### config.mk
export PLATFORM = sky130hd
export DESIGN_NAME = con_reader
export DESIGN_NICKNAME = d
export VERILOG_FILES = /design/src/rtl/con_reader.sv
export SDC_FILE = /design/constraint.sdc
export NUM_CORES = 1
export LEC_CHECK = 0
export CAP_MARGIN = 20
export CORE_ASPECT_RATIO = 1.25
export CORE_MARGIN = 2
export CORE_UTILIZATION = 45
export DETAILED_ROUTE_END_ITERATION = 8
export PLACE_DENSITY = 0.76
export SLEW_MARGIN = 20
export SYNTH_ARGS = -nofsm -noshare
export SYNTH_HDL_FRONTEND = slang
export SYNTH_SLANG_ARGS = --single-unit
export TNS_END_PERCENT = 1
### constraint.sdc
create_clock -name clk -period 4.5 [get_ports clk]
set_input_delay 0.675 -clock clk [delete_from_list [all_inputs] [get_ports clk]]
set_output_delay 0.675 -clock clk [all_outputs]
set_load 0.02 [all_outputs]
### src/rtl/con_reader.sv
// Serial game-controller reader: periodically latches and shifts 16 buttons, publishes active-high word.
// Latency: a scan takes 34*CLK_DIV cycles from latch entry; buttons/buttons_valid update on DONE entry.
// Backpressure: none; buttons_valid is a single-cycle pulse and wraps during a scan are dropped.
module con_reader #(
    parameter int CLK_DIV     = 300,
    parameter int POLL_PERIOD = 833333
) (
    input  logic        clk,
    input  logic        rst_n,
    input  logic        scan_en,
    input  logic        con_data,
    output logic        con_latch,
    output logic        con_clock,
    output logic [15:0] buttons,
    output logic        buttons_valid
);

    localparam int PW = (POLL_PERIOD > 1) ? $clog2(POLL_PERIOD) : 1;
    localparam int DW = $clog2(2 * CLK_DIV + 1);

    typedef enum logic [2:0] {
        IDLE     = 3'd0,
        LATCH    = 3'd1,
        SHIFT_LO = 3'd2,
        SHIFT_HI = 3'd3,
        DONE     = 3'd4
    } state_t;

    state_t          state;
    state_t          next_state;
    logic [1:0]      sync;
    logic            data_s;
    logic [PW-1:0]   poll_cnt;
    logic            poll_wrap;
    logic [DW-1:0]   div_cnt;
    logic            phase_end;
    logic [3:0]      bit_idx;
    logic [3:0]      next_idx;
    logic [15:0]     sample;

    always_ff @(posedge clk or negedge rst_n) begin
        if (!rst_n) begin
            sync <= 2'b11;
        end else begin
            sync <= {sync[0], con_data};
        end
    end

    assign data_s = sync[1];

    // Free-running poll timebase, independent of FSM and scan_en.
    assign poll_wrap = (poll_cnt == PW'(POLL_PERIOD - 1));

    always_ff @(posedge clk or negedge rst_n) begin
        if (!rst_n) begin
            poll_cnt <= '0;
        end else if (poll_wrap) begin
            poll_cnt <= '0;
        end else begin
            poll_cnt <= poll_cnt + PW'(1);
        end
    end

    assign phase_end = (state == LATCH) ? (div_cnt == DW'(2 * CLK_DIV - 1))
                                        : (div_cnt == DW'(CLK_DIV - 1));

    always_ff @(posedge clk or negedge rst_n) begin
        if (!rst_n) begin
            div_cnt <= '0;
        end else if (state == IDLE || next_state != state) begin
            div_cnt <= '0;
        end else begin
            div_cnt <= div_cnt + DW'(1);
        end
    end

    always_ff @(posedge clk or negedge rst_n) begin
        if (!rst_n) begin
            state <= IDLE;
        end else begin
            state <= next_state;
        end
    end

    always_comb begin
        next_state = state;
        case (state)
            IDLE:     if (poll_wrap && scan_en) next_state = LATCH;
            LATCH:    if (phase_end) next_state = SHIFT_LO;
            SHIFT_LO: if (phase_end) next_state = SHIFT_HI;
            SHIFT_HI: if (phase_end) next_state = (bit_idx == 4'd15) ? DONE : SHIFT_LO;
            DONE:     next_state = IDLE;
            default:  next_state = IDLE;
        endcase
    end

    always_comb begin
        con_latch     = (state == LATCH);
        con_clock     = (state != SHIFT_LO);
        buttons_valid = (state == DONE);
    end

    // bit_idx counts completed pulse pairs; the pair with bit_idx==15 is the 16th and samples nothing.
    assign next_idx = bit_idx + 4'd1;

    always_ff @(posedge clk or negedge rst_n) begin
        if (!rst_n) begin
            bit_idx <= 4'd0;
            sample  <= 16'h0000;
        end else begin
            if (state == IDLE && next_state == LATCH) begin
                bit_idx <= 4'd0;
            end
            if (state == LATCH && phase_end) begin
                sample[0] <= data_s;
            end
            if (state == SHIFT_HI && phase_end && bit_idx != 4'd15) begin
                sample[next_idx] <= data_s;
                bit_idx          <= next_idx;
            end
        end
    end

    always_ff @(posedge clk or negedge rst_n) begin
        if (!rst_n) begin
            buttons <= 16'h0000;
        end else if (state == SHIFT_HI && next_state == DONE) begin
            buttons <= ~sample;
        end
    end

endmodule
==> results.cfg <==
[setup_path]
cp_cell_sequence = nor3b_1 > clkdlybuf4s50_1
r2r_start = div_cnt[9]
end_kind = primary output
worstPathArrival_ns = 1.91
critPathLaunchType = flop
critical_path.max_stage_delay_ns = 0.69
crit_required_ns = 3.83
critPathMaxFanout = 11
critical_path_class = flop to primary output
slowest_stage = clkdlybuf4s50_1
cpLargestDelayFamily = buffers and inverters
critPathBufInv = 1
crit_start = state[0]

[timing]
fmax_mhz = 387
tightest_slew_ns = 0.699
fin_setup_tns_ns = 0
setup_violations = 0
fin_skew_ns = 0.0133
finalWorstSetupSlack_ns = 1.91
hold_violations = 0
finalCriticalPeriod_ns = 2.59
slew_headroom_pct = 53.1
rsz0062_at_grt = false
timing.final.crit_share_pct = 57.5
slew_violations = 0

[pwr]
leakagePower_nw = 1.80
power_w = 0.00123
vdd_drop_max_v = 0.000166
power.density_nw_per_um2 = 319

[global_routing]
grt_max_degree = 42
grt_use_total_pct = 16.4
grt_pass1_vias = 2259
grt_antenna_before_repair = 0
grt_pass1_wl_um = 10300
gr-total-overflow = 0

[logic_synthesis]
yosys.cell_types.count = 39
yosysWarnings = 0
syn_area_um2 = 3320
synthCells = 317
ys_seq_elements = 71
synth_fp_nets = 329
syn_avg_cell_area_um2 = 10.5
synth_seq_area_share_pct = 53.6

[clock_network]
htreeDepth = 3
tritoncts = yes
cts_setup_buffers = 0
cts-resized-gates = 0
cts_root_buf = clkbuf_8
clk_path_buf_depth = 2
cts-buffers-inserted = 9
numClockSinks = 71
clk_pin_slew_ns = 0.08
cts_hold_buf = 0
clock_latency_ns = 0.35

[die]
io_pins = 23
core_area_um2 = 7270
dieArea_um2 = 8090
die_h_um = 100
dieWidth_um = 80.8
rows = 35
start_util_pct = 45.7

[routing]
wl_um = 5800
first_iter_violations = 105
routed_via_density = 5.27
antenna_left = 0
drc = 0
post_drt_wl_per_cell_um = 13.2
drt_first_pass_iters = 4
vias = 2318

[placed_design]
pre_cts_slack_ns = 1.87
post-place-cells = 423
dp_hpwl_um = 4120
port_buffers = 22
gp_congestion = 0.846

[flow_run]
maxCapViolations = 0

[outcome]
status = complete, no violations

[hold_path]
hold_path.class = input port to asynchronous set/reset pin

[final_layout]
n_antenna_cell = 0
drive_gt1_share_pct = 9.77
final_common_cell = dfrtp_1
fin_cells = 440
final_cell_mix = dfrtp_1 (69), nor2_1 (34), nand2_1 (32)
final_util_pct = 53.2
synthToLayoutAreaGrowth_pct = 16.4
nNetsFinal = 355
==> report_power, final <==
| part | internal (W) | switching, W |
|---|---|---|
| logic | 0.00000252 | 0.0000123 |
| clock network | 0.000330 | 0.000247 |
| registers | 0.000639 | 0.00000186 |
| total | 0.000971 | 0.000261 |
==> layout make-up <==
cell class | count | area, um2
fill | 652 | 3400
sequential | 71 | 1780
multi-input combinational | 231 | 1480
timing repair buffer | 24 | 234
clock buffer | 10 | 138
tap | 92 | 115
clock inverter | 6 | 92.6
inverter | 6 | 22.5
==> flip-flops by register name (all words and copies together) (netlist names) <==
name and flops:
poll_cnt 20, bit_idx 4, div_cnt 10, state 3, buttons 16, sample 16, sync 2
==> path summary, 6_finish.rpt <==
kind / slack [ns] / cells after the start / end
worst max-delay path: 1.91 / 2 / con_latch
worst min register to register: 0.36 / 0 / sync[1]
worst min-delay path: 0.34 / 1 / buttons[8]
min in group clk: 0.36 / 0 / sync[1]
max in group asynchronous: 3.17 / 2 / div_cnt[7]
worst max register to register: 2.14 / 6 / buttons[3]
==> through the flow <==
stage / hold slack, ns / instance area [um2]
2_1_floorplan: 0.345 / 3320
3_3_place_gp: 0.346 / 3620
3_5_place_dp: 0.348 / 3620
4_1_cts: 0.359 / 3850
5_1_grt: 0.366 / 3860
6_report: 0.344 / 3860
==> per-layer routing <==
metal / wire [um] / vias up / share of wire, % / GRT usage [%]
met5: 0 / - / 0 / 0
met2: 2900 / 37 / 50 / 26.4
li1: - / 1156 / - / -
met3: 200 / 10 / 3.5 / 5.22
met4: 107 / 0 / 1.8 / 6.91
met1: 2590 / 1115 / 45 / 20.1
==> kinds of logic after synthesis <==
family,share of synthesized area [%]
simple gates,23.4
flops,53.6
compound gates,5.35
xor+xnor,6.86
mux,6.03
buf+inv,1.73
fa+ha+maj,3.01
==> worst register-to-register path: stages (launching register included) <==
cell	delay, ns
dfrtp_1	0.39
nand2b_1	0.17
nor3_1	0.54
nand4_1	0.63
buf_6	0.37
nand2_1	0.07
o21ai_0	0.08
==> synthesized netlist by cell type <==
cell type	instances	area, um2
o21a_1	1	7.51
mux2i_1	2	20.0
a31oi_1	2	12.5
dfrtp_1	69	1730
nand2b_1	4	25.0
buf_2	1	5.00
nand4_1	11	68.8
mux2_1	8	90.1
nor4_4	2	42.5
nor3_1	8	40.0
dfstp_2	2	52.6
xnor2_1	15	131
nor2b_1	3	18.8
nand3_1	29	145
and3_1	5	31.3
mux2_2	8	90.1
o211ai_1	1	7.51
nor3b_1	2	15.0
nand3b_2	1	11.3
a21oi_1	2	10.0
o21ai_0	21	105
nand2_1	32	120
nor4b_1	1	8.76
a21o_1	1	7.51
nand4b_1	1	8.76
xor2_1	11	96.3
inv_1	6	22.5
a32oi_1	1	8.76
nand3b_1	2	15.0
and3b_1	2	17.5
nor2_1	34	128
nand2_2	1	6.26
or3_4	1	11.3
and2_1	4	25.0
clkbuf_1	8	30.0
o21ai_1	2	10.0
a221oi_1	1	8.76
or4b_1	4	40.0
ha_1	8	100
Note: power is estimated with default switching activity, not from simulation.
